[config.mk]
export PLATFORM = sky130hd
export DESIGN_NAME = pc_lut_loader
export DESIGN_NICKNAME = d
export VERILOG_FILES = /design/src/rtl/pc_lut_loader_pkg.sv /design/src/rtl/pc_lut_loader.sv
export SDC_FILE = /design/constraint.sdc
export NUM_CORES = 1
export LEC_CHECK = 0
export BUFFER_PORTS_ARGS = -buffer_cell sky130_fd_sc_hd__buf_2
export CAP_MARGIN = 10
export CORE_MARGIN = 8
export CORE_UTILIZATION = 37
export CTS_CLUSTER_DIAMETER = 30
export DETAILED_ROUTE_END_ITERATION = 10
export HOLD_SLACK_MARGIN = 0.02
export PLACE_DENSITY_LB_ADDON = 0.15
export SYNTH_ARGS = -nofsm -noshare
export SYNTH_HDL_FRONTEND = slang
export SYNTH_SLANG_ARGS = --single-unit
[constraint.sdc]
create_clock -name clk -period 4.3 [get_ports clk]
set_input_delay 0.43 -clock clk [delete_from_list [all_inputs] [get_ports clk]]
set_output_delay 0.43 -clock clk [all_outputs]
set_load 0.005 [all_outputs]
[src/rtl/pc_lut_loader_pkg.sv]
// Shared definitions for the PC/constant lookup-table loader: FSM states,
// table geometry and the helper that flags hi-byte bits the entry cannot hold.
package pc_lut_loader_pkg;

    localparam int LUT_D       = 12;
    localparam int LUT_A       = 5;
    localparam int LUT_DEPTH   = 1 << LUT_A;
    localparam int HALT_TARGET = 511;

    typedef enum logic [2:0] {
        ST_IDLE,
        ST_LO,
        ST_HI,
        ST_WRITE,
        ST_FIN
    } state_e;

    // Bits of the hi byte that fall above the D-bit entry; all-zero when D == 16.
    function automatic logic [7:0] hi_excess_mask(input int d);
        return 8'hFF << (d - 8);
    endfunction

endpackage

[src/rtl/pc_lut_loader.sv]
// Writer side of the jump/constant table: assembles D-bit entries from lo/hi
// byte pairs and drives the table write port, one entry every three cycles.
module pc_lut_loader
    import pc_lut_loader_pkg::*;
#(
    parameter int D = LUT_D,
    parameter int A = LUT_A
) (
    input  logic         clk,
    input  logic         reset,
    input  logic         start,
    input  logic [A-1:0] start_idx,
    input  logic [A:0]   count,
    input  logic         in_valid,
    input  logic [7:0]   in_data,
    output logic         in_ready,
    output logic         wr_en,
    output logic [A-1:0] wr_addr,
    output logic [D-1:0] wr_data,
    output logic         busy,
    output logic         done,
    output logic         err
);

    localparam logic [7:0] HI_EXCESS = hi_excess_mask(D);

    state_e         state_q;
    logic [A-1:0]   idx_q;
    logic [A:0]     rem_q;
    logic [7:0]     lo_q;
    logic           in_ready_q;
    logic           wr_en_q;
    logic [A-1:0]   wr_addr_q;
    logic [D-1:0]   wr_data_q;
    logic           busy_q;
    logic           done_q;
    logic           err_q;

    logic           byte_take;

    assign byte_take = in_valid && in_ready_q;

    // Every output is a register loaded alongside the state it belongs to,
    // so in_ready never depends combinationally on in_valid.
    always_ff @(posedge clk) begin
        if (reset) begin
            state_q    <= ST_IDLE;
            idx_q      <= '0;
            rem_q      <= '0;
            lo_q       <= '0;
            in_ready_q <= 1'b0;
            wr_en_q    <= 1'b0;
            wr_addr_q  <= '0;
            wr_data_q  <= '0;
            busy_q     <= 1'b0;
            done_q     <= 1'b0;
            err_q      <= 1'b0;
        end else begin
            // NOTE: non-blocking assignments throughout: every right-hand side
            // reads the pre-edge register values, independent of statement order.
            wr_en_q <= 1'b0;
            done_q  <= 1'b0;
            case (state_q)
                ST_IDLE: begin
                    if (start) begin
                        idx_q <= start_idx;
                        rem_q <= count;
                        err_q <= 1'b0;
                        if (count != '0) begin
                            state_q    <= ST_LO;
                            in_ready_q <= 1'b1;
                            busy_q     <= 1'b1;
                        end else begin
                            state_q <= ST_FIN;
                            done_q  <= 1'b1;
                        end
                    end
                end
                ST_LO: begin
                    if (byte_take) begin
                        lo_q    <= in_data;
                        state_q <= ST_HI;
                    end
                end
                ST_HI: begin
                    if (byte_take) begin
                        // Excess hi bits are dropped by the truncation but reported.
                        wr_data_q  <= D'({in_data, lo_q});
                        wr_addr_q  <= idx_q;
                        wr_en_q    <= 1'b1;
                        in_ready_q <= 1'b0;
                        if ((in_data & HI_EXCESS) != 8'h00) begin
                            err_q <= 1'b1;
                        end
                        state_q <= ST_WRITE;
                    end
                end
                ST_WRITE: begin
                    idx_q <= idx_q + A'(1);
                    rem_q <= rem_q - (A+1)'(1);
                    if (rem_q == (A+1)'(1)) begin
                        state_q <= ST_FIN;
                        done_q  <= 1'b1;
                        busy_q  <= 1'b0;
                    end else begin
                        state_q    <= ST_LO;
                        in_ready_q <= 1'b1;
                    end
                end
                ST_FIN: begin
                    state_q <= ST_IDLE;
                end
                default: begin
                    state_q <= ST_IDLE;
                end
            endcase
        end
    end

    assign in_ready = in_ready_q;
    assign wr_en    = wr_en_q;
    assign wr_addr  = wr_addr_q;
    assign wr_data  = wr_data_q;
    assign busy     = busy_q;
    assign done     = done_q;
    assign err      = err_q;

endmodule

# ---- Word level (Yosys, flattened, before mapping)
# Cells that the tools add are included.
dict set report word_totals {
  elab_cells 66
  regBits 44
  out_inout_bits 22
}
dict set report op_classes {
  n_bitwise 1
  addsub 2
  n_eq_ne 11
  muxes 26
  n_reduce_logical 15
}
# cell count
set ops {}
lappend ops {{$mux 3} 5}
lappend ops {{$ne 2x2->1 const B} 7}
lappend ops {{$mux 1} 12}
lappend ops {{$pmux 3 s4} 1}
lappend ops {{$pmux 6 s2} 1}
lappend ops {{$pmux 5 s2} 1}
lappend ops {{$reduce_and 4->1} 2}
lappend ops {{$reduce_bool 8->1} 1}
lappend ops {{$eq 3x2->1 const B} 2}
lappend ops {{$eq 6x1->1 const B} 1}
lappend ops {{$mux 6} 1}
lappend ops {{$pmux 1 s2} 3}
lappend ops {{$reduce_and 2->1} 3}
lappend ops {{$reduce_bool 6->1} 1}
lappend ops {{$sub 6x1->6 const B} 1}
lappend ops {{$add 5x1->5 const B} 1}
lappend ops {{$mux 5} 1}
lappend ops {{$reduce_and 5->1} 1}
lappend ops {{$reduce_bool 2->1} 2}
lappend ops {{$eq 3x1->1 const B} 1}
lappend ops {{$logic_not 3->1} 1}
lappend ops {{$pmux 1 s3} 1}
lappend ops {{$reduce_and 3->1} 1}
lappend ops {{$reduce_bool 3->1} 1}
lappend ops {{other kinds (3)} 3}

# ---- Longest topological paths before layout
# Gate-level depths: netlist (run 1).
dict set report logic_depth {
  ltp_word 4
  ltp_mapped 6
  ltp_nobuf 6
}

# ---- Worst setup path after synthesis (run 1)
# No wires, ideal clock.
dict set report synth_timing {
  path_type {input to register}
  startpoint {input start}
  endpoint {register rem_q[1]}
  slack_ns 2.791
  path_buffers 1
  setup_ns 0.135
  path_stages 5
  t_arrival_ns 1.373
  cell_sequence {or3b_4 a21o_1 buf_2 a211oi_1 a211oi_1}
}
dict set report synth_via {
  elab_chain_len 2
}
# item line_no
set synth_lines {}
lappend synth_lines {{from (decl)} pc_lut_loader.sv:11} ;# input logic start,
lappend synth_lines {{$ne 2x2->1 (no source line)} --}
lappend synth_lines {{$reduce_and 2->1 (no source line)} --}
lappend synth_lines {{to (signal assigned)} pc_lut_loader.sv:67} ;# rem_q <= count;
lappend synth_lines {{to (signal assigned)} pc_lut_loader.sv:100} ;# rem_q <= rem_q - (A+1)'(1);
lappend synth_lines {{to (decl)} pc_lut_loader.sv:29} ;# logic [A:0] rem_q;
# No other way between the ends.
# A chain may end at the register's enable or synchronous reset.

# ---- Worst setup path after layout (run 1)
dict set report layout_timing {
  startpoint {register state_q[1]}
  endpoint {register idx_q[2]}
}
dict set report layout_via {
  elab_chain_len 3
}
# item line_no
set layout_lines {}
lappend layout_lines {{from (decl)} pc_lut_loader.sv:27} ;# state_e state_q;
lappend layout_lines {{from (signal assigned)} pc_lut_loader.sv:47} ;# state_q <= ST_IDLE;
lappend layout_lines {{from (signal assigned)} pc_lut_loader.sv:70} ;# state_q <= ST_LO;
lappend layout_lines {{from (signal assigned)} pc_lut_loader.sv:74} ;# state_q <= ST_FIN;
lappend layout_lines {{$eq 3x2->1 or $logic_not 3->1 (tied branches)} pc_lut_loader.sv:63} ;# case (state_q)
lappend layout_lines {{$reduce_bool 2->1 (no source line) or $ne 2x2->1 (tied branches)} --}
lappend layout_lines {{$reduce_and 2->1 (no source line)} --}
lappend layout_lines {{to (signal assigned)} pc_lut_loader.sv:66} ;# idx_q <= start_idx;
lappend layout_lines {{to (signal assigned)} pc_lut_loader.sv:99} ;# idx_q <= idx_q + A'(1);
lappend layout_lines {{to (decl)} pc_lut_loader.sv:28} ;# logic [A-1:0] idx_q;
# Parallel ways exist; a longest one is shown, timed or not.

==> metrics.md, run 1 <==
| Metric | Value |
|---|---|
| Gr usage total | 12.2% |
| Tightest Hold Check Type | in2reg |
| Worst setup SP type | flop |
| Max-slew headroom | 44.0% |
| Least-Margin Pin Slew | 840 ps |
| Die Span X | 88.2 um |
| Clock buffer depth | 2 |
| DR DRC count | 0 |
| First-pass GRT wire length | 7650 um |
| Worst-Skew Late Latency | 290 ps |
| Capture point of the worst reg-to-reg path | idx_q[2] |
| Initial antenna violation count | 0 |
| Crit share post-route | 45.2% |
| Row cnt | 26 |
| Most common library cells after synthesis | 44 x dfxtp_1, 42 x nand2_1, 30 x a21oi_1, 23 x nor2_1, 9 x clkbuf_1 |
| R2R depth | 4 |
| Post-CTS Setup Inserts | 0 |
| Vias in the first global route | 1626 |
| Area leader, netlist | dfxtp_1 |
| Slowest cell on the critical path | nand3b_1 |
| CP max FO | 21 |
| Avg WL per Cell | 13.5 um |
| Crit path cell chain | nand3b_1 > and2_1 > o21ai_0 > a21oi_1 |
| Clock Tree Root | clkbuf_8 |
| HP Start | in_data[0] |
| HPWL Detailed | 3250 um |
| Crit-path max cell delay | 610 ps |
| Worst Skew | 8.73 ps |
| Post-Syn Instances | 233 |
| Ys Warns | 0 |
| WHS Path Cells | 3 |
| Ys flop type | dfxtp_1 |
| # diodes | 0 |
| Register bit total from synthesis | 44 |
| Die ar. | 7790 um^2 |
| Area grow syn2layout | 18.8% |
| Iteration-0 DRC Markers | 60 |
| Htree depth | 2 |
| Vias | 1690 |
| Fraction of registers with async set/reset | 0% |
| Remaining Overflow, GRT | 0 |
| Buf/Inv on CP | 0 |
| Critical path type | reg2reg |
| R2R Setup Slk | 2360 ps |
| Static Leak | 0.953 nW |
| Post-CTS resize count | 0 |
| Routed Antenna Nets | 0 |
| Power per cell area | 369 nW/um^2 |
| IO Port Bufs | 44 |
| Fin. Hold Viols | 0 |
| Status | complete, no violations |
| RR Startpoint | state_q[1] |
| Syn_nets | 259 |
| Top-count cell post-synth | dfxtp_1 |
| RSZ-0062 raised after global routing | false |
| Final period demand of the worst path | 1940 ps |
| Total wire length | 4590 um |
| Syn Area/Cell | 8.29 um^2 |
| Cell family with most CP delay | simple AND/OR/NAND/NOR gates |
| Library cells used by synthesis | 38 |
| Max rail drop VDD | 0.201 mV |
| Max_cap viols | 0 |
| Net count, final | 295 |
| Count of pins over their slew limit | 0 |
| Crit path required time | 4450 ps |
| Post-synthesis sequential area ratio | 45.6% |
| First-pass iteration count of the detailed router | 4 |
| Top achievable clock speed | 0.515 GHz |
| Synthesized cell area | 1930 um^2 |
| Reg clk slew, reported paths | 90 ps |
| Routed vias/inst | 4.97 |
| Post-route setup TNS | 0 ps |
| Critical Path AT | 2090 ps |
| Placer Congestion | 0.823 |
| Hold Buf Count CTS | 0 |
| Tot Pwr | 0.847 mW |
| Num CTS Buffers | 5 |
| Hold path endpoint | lo_q[0] |
| Starting Density | 38.0% |
| # setup viols final | 0 |
| Core area | 5070 um^2 |
| CTS tree | built |
| Critical Path End Type | flop |
| TritonCTS Sinks | 44 |
| IO Pins | 45 |
| Top cells by area, synth | dfxtp_1 46%, nand2_1 8.2%, a21oi_1 7.8% |
| Share of the synthesized area in the top cell type | 45.6% |
| Die H | 88.2 um |
| Number of synthesized flops with an enable pin | 0 |
| Share of layout cells above drive strength 1 | 22.2% |
| Largest net degree at the start of global routing | 47 |
[placed cells by master, fill, tap and decap left out, drive strengths merged, types with 2 or more instances in the layout]
master	n
a211oi	6
a21oi	31
a311oi	2
a32oi	3
and2	3
and3b	2
buf	45
clkbuf	5
dfxtp	44
ha	3
inv	6
mux2i	8
nand2	42
nand2b	4
nand3	3
nor2	23
nor3	8
nor4	3
o21ai	8
o32ai	2
or3	3
or3b	2
[power breakdown]
group	switching [mW]	total (mW)	internal, mW
Sequential	0.0163	0.438	0.422
Clock	0.149	0.324	0.175
Combinational	0.0481	0.0853	0.0372
Total	0.213	0.847	0.634
[state kept, by name, summed over array words and instances, names as in the netlist, 3 cells and up]
signal	flops
wr_data	12
lo_q	8
rem_q	6
idx_q	5
wr_addr	5
state_q	3
[worst max path at each step]
stage,slack [ps],from,end,depth (start not counted)
global placement,2320,state_q[1],in_ready,4
global route,2130,state_q[1],idx_q[2],4
CTS,2220,state_q[1],in_ready,4
detailed placement,2260,state_q[1],in_ready,4
finish,2360,state_q[1],idx_q[2],4
floorplan,2790,start,rem_q[1],5
[tightest hold or removal path, stage by stage]
cell	delay (ps)
buf_2	90
mux2i_1	60
nor2_1	70
[cells by family after synthesis]
group	after synthesis	synth area share [%]
adders and majority gates	3	1.94
muxes	9	4.73
DFF	44	45.6
buffers and inverters	21	4.67
and+or+nand+nor	97	23.6
AOI/OAI and AO/OA	59	19.4
[cell type report]
class / count / area [um^2]
multi-input cells: 168 / 960
flip-flops and latches: 44 / 881
clock buffers: 5 / 68.8
fillers: 532 / 2780
inverters: 5 / 18.8
clock inverters: 3 / 46.3
repair buffers: 45 / 231
well taps: 70 / 87.6
[through the flow]
stage | utilization [%] | instances | area, um^2 | hold WS (ps) | setup WS (ps)
after floorplan | - | 233 | 1930 | 432 | 2790
after global placement | 42.7 | 331 | 2170 | 438 | 2320
after detailed placement | 42.7 | 331 | 2170 | 444 | 2260
after CTS | 45.0 | 339 | 2280 | 373 | 2220
after global routing | 45.2 | 340 | 2290 | 371 | 2130
final | 45.2 | 340 | 2290 | 379 | 2360
[routing by layer]
layer | part of all wire (%) | global-route usage, % | wire length [um]
met3 | 6.8 | 3.34 | 313
met5 | 0 | 0 | 0
met2 | 44 | 19.5 | 2000
met4 | 0.74 | 3.69 | 34
met1 | 49 | 15.4 | 2240
No activity file was read; power rests on OpenSTA's default activity.
==> inputs of run 2 (changes only) <==
==> constraint.sdc (replaced) <==
create_clock -name clk -period 1.67 [get_ports clk]
set_input_delay 0.167 -clock clk [delete_from_list [all_inputs] [get_ports clk]]
set_output_delay 0.167 -clock clk [all_outputs]
set_load 0.005 [all_outputs]
==> run 2 against run 1 <==
Effect of this change:
- worst setup slack worse by 2200 ps
- wire length up 3.9%
- global-route usage up 0.68 points
- final area up 4.2%
- worst hold slack worse by 270 ps
- clock-buffer cell count unchanged
- flip-flop and latch count unchanged
- critical endpoint is now rem_q[0]
- combinational power rose to 2.9 times the previous value
- critical path depth up 1
- highest routed layer unchanged
- final cell count up 3.2%
- register-to-register slack worse by 2200 ps
==> metrics.md, run 2 (synthesis results as in run 1) <==
| Metric | Value |
|---|---|
| Remaining Overflow, GRT | 0 (unchanged) |
| IO Port Bufs | 44 (unchanged) |
| Clock buffer depth | 2 (unchanged) |
| Die H | 88.2 um (unchanged) |
| Max_cap viols | 0 (unchanged) |
| Htree depth | 2 (unchanged) |
| Top achievable clock speed | 0.650 GHz (+26%) |
| Vias | 1748 (+3.4%) |
| IO Pins | 45 (unchanged) |
| Die ar. | 7790 um^2 (unchanged) |
| Slowest cell on the critical path | or3b_4 |
| Core area | 5070 um^2 (unchanged) |
| Worst Skew | 8.29 ps (-0.439 ps) |
| Initial antenna violation count | 0 (unchanged) |
| Tightest Hold Check Type | in2reg |
| Static Leak | 1.01 nW (+6.3%) |
| Row cnt | 26 (unchanged) |
| WHS Path Cells | 3 (unchanged) |
| Avg WL per Cell | 13.6 um (+0.69%) |
| Placer Congestion | 0.827 (+0.41%) |
| Tot Pwr | 2.22 mW (+160%) |
| Buf/Inv on CP | 2 (+2) |
| Most frequent cells in the layout | 44 x buf_2, 42 x nand2_1, 42 x dfxtp_1 |
| Status | complete, no violations |
| DR DRC count | 0 (unchanged) |
| Worst setup SP type | flop |
| Die Span X | 88.2 um (unchanged) |
| Total wire length | 4770 um (+3.9%) |
| Max-slew headroom | 70.9% (+27 points) |
| Filler cell count | 535 (+0.56%) |
| FF+latch area | 883 um^2 (+0.28%) |
| HPWL Detailed | 3480 um (+6.9%) |
| Cell family with most CP delay | simple AND/OR/NAND/NOR gates |
| Starting Density | 38.0% (unchanged) |
| First-pass GRT wire length | 7840 um (+2.5%) |
| CTS tree | built |
| Commonest non-fill, non-tap cell in the layout | buf_2 |
| Net count, final | 306 (+3.7%) |
| Crit path required time | 1840 ps (-2610 ps) |
| Crit share post-route | 92.1% (+47 points) |
| Crit-path max cell delay | 410 ps (-200 ps) |
| Gr usage total | 12.8% (+0.68 points) |
| Largest register FFs | 12 (unchanged) |
| Reg clk slew, reported paths | 90 ps (about the same) |
| Worst-Skew Late Latency | 300 ps (about the same) |
| Critical path depth | 5 (+1) |
| RSZ-0062 raised after global routing | false |
| First-pass iteration count of the detailed router | 4 (unchanged) |
| Share of layout cells above drive strength 1 | 27.4% (+5.2 points) |
| Num CTS Buffers | 5 (unchanged) |
| Vias in the first global route | 1603 (-1.4%) |
| Area of the multi-input gates | 976 um^2 (+1.7%) |
| Power per cell area | 929 nW/um^2 (+150%) |
| Critical Path AT | 1710 ps (-380 ps) |
| Count of pins over their slew limit | 0 (unchanged) |
| Clock Tree Root | clkbuf_8 |
| Hold Buf Count CTS | 0 (unchanged) |
| Crit path cell chain | or3b_4 > a21oi_4 > clkbuf_2 > buf_4 > a221oi_2 |
| Max rail drop VDD | 0.490 mV (+140%) |
| TritonCTS Sinks | 44 (unchanged) |
| Area grow syn2layout | 23.8% |
| Final period demand of the worst path | 1540 ps (-404 ps) |
| Critical Path End Type | flop |
| # setup viols final | 0 (unchanged) |
| Routed Antenna Nets | 0 (unchanged) |
| # diodes | 0 (unchanged) |
| Largest net degree at the start of global routing | 23 (-51%) |
| R2R depth | 5 (+1) |
| Iteration-0 DRC Markers | 80 (+33%) |
| Critical path type | reg2reg |
| CP max FO | 13 (-38%) |
| Routed vias/inst | 4.98 (+0.19%) |
| Fin. Hold Viols | 0 (unchanged) |
| WHS | 112 ps (-268 ps) |
| Least-Margin Pin Slew | 432 ps (-407 ps) |
[run 2: changes by cell type in the layout (fill, tap and decap cells not counted), sizes merged]
cell / before / now
clkinvlp: 1 / 0
inv: 6 / 5
buf: 45 / 55
clkinv: 0 / 2
clkbuf: 5 / 6
[run 2: power by group]
part           total, mW  internal [mW]  switching, mW
registers           1.13           1.09         0.0411
logic              0.251          0.115          0.136
clock network      0.842          0.451          0.391
[run 2: final timing paths]
kind	startpoint	endpoint	slack, ps
setup / recovery	state_q[0]	rem_q[0]	130
hold / removal	in_data[3]	wr_data[11]	110
setup reg to reg	state_q[0]	rem_q[0]	130
hold reg to reg	wr_data[9]	wr_data[9]	450
[run 2: area by class of cell]
| cell class | count | share of cell area (%) |
|---|---|---|
| Tap cell | 70 | 3.66 |
| Clock inverter | 3 | 1.99 |
| Inverter | 5 | 0.785 |
| Sequential cell | 44 | 37.0 |
| Multi-Input combinational cell | 168 | 40.8 |
| Clock buffer | 5 | 2.88 |
| Timing Repair Buffer | 56 | 12.9 |
[run 2: worst min-delay path, delay by kind of cell]
kind | cells | cell delay, ps
compound gates | 1 | 50
buf+inv | 1 | 100
simple gates | 1 | 50
[run 2: layer usage]
metal | up-vias | global-route usage, % | part of all wire, %
met5 | - | 0 | 0
met4 | 0 | 5.53 | 1.3
met3 | 6 | 3.90 | 8.0
met2 | 51 | 19.2 | 43
met1 | 786 | 16.6 | 47
li1 | 905 | - | -
[run 2: timing repair]
action                                  CTS  global route
cloned                                    0             0
resized for setup                         1             5
pin swaps                                 0             1
setup buffers                             0             3
endpoints found under the setup margin    8            24
[run 2: metrics by stage]
| stage | setup WS [ps] | util, % | std cells | area (um^2) | setup TNS, ps |
|---|---|---|---|---|---|
| 3_5_place_dp | -35.1 | 44.0 | 340 | 2230 | -194 |
| 6_report | 131 | 47.1 | 351 | 2390 | 0 |
| 3_3_place_gp | 62.2 | 44.0 | 340 | 2230 | 0 |
| 4_1_cts | 50.2 | 46.4 | 348 | 2350 | 0 |
| 5_1_grt | 31.4 | 47.1 | 351 | 2390 | 0 |
| 2_1_floorplan | 219 | - | 233 | 1930 | 0 |
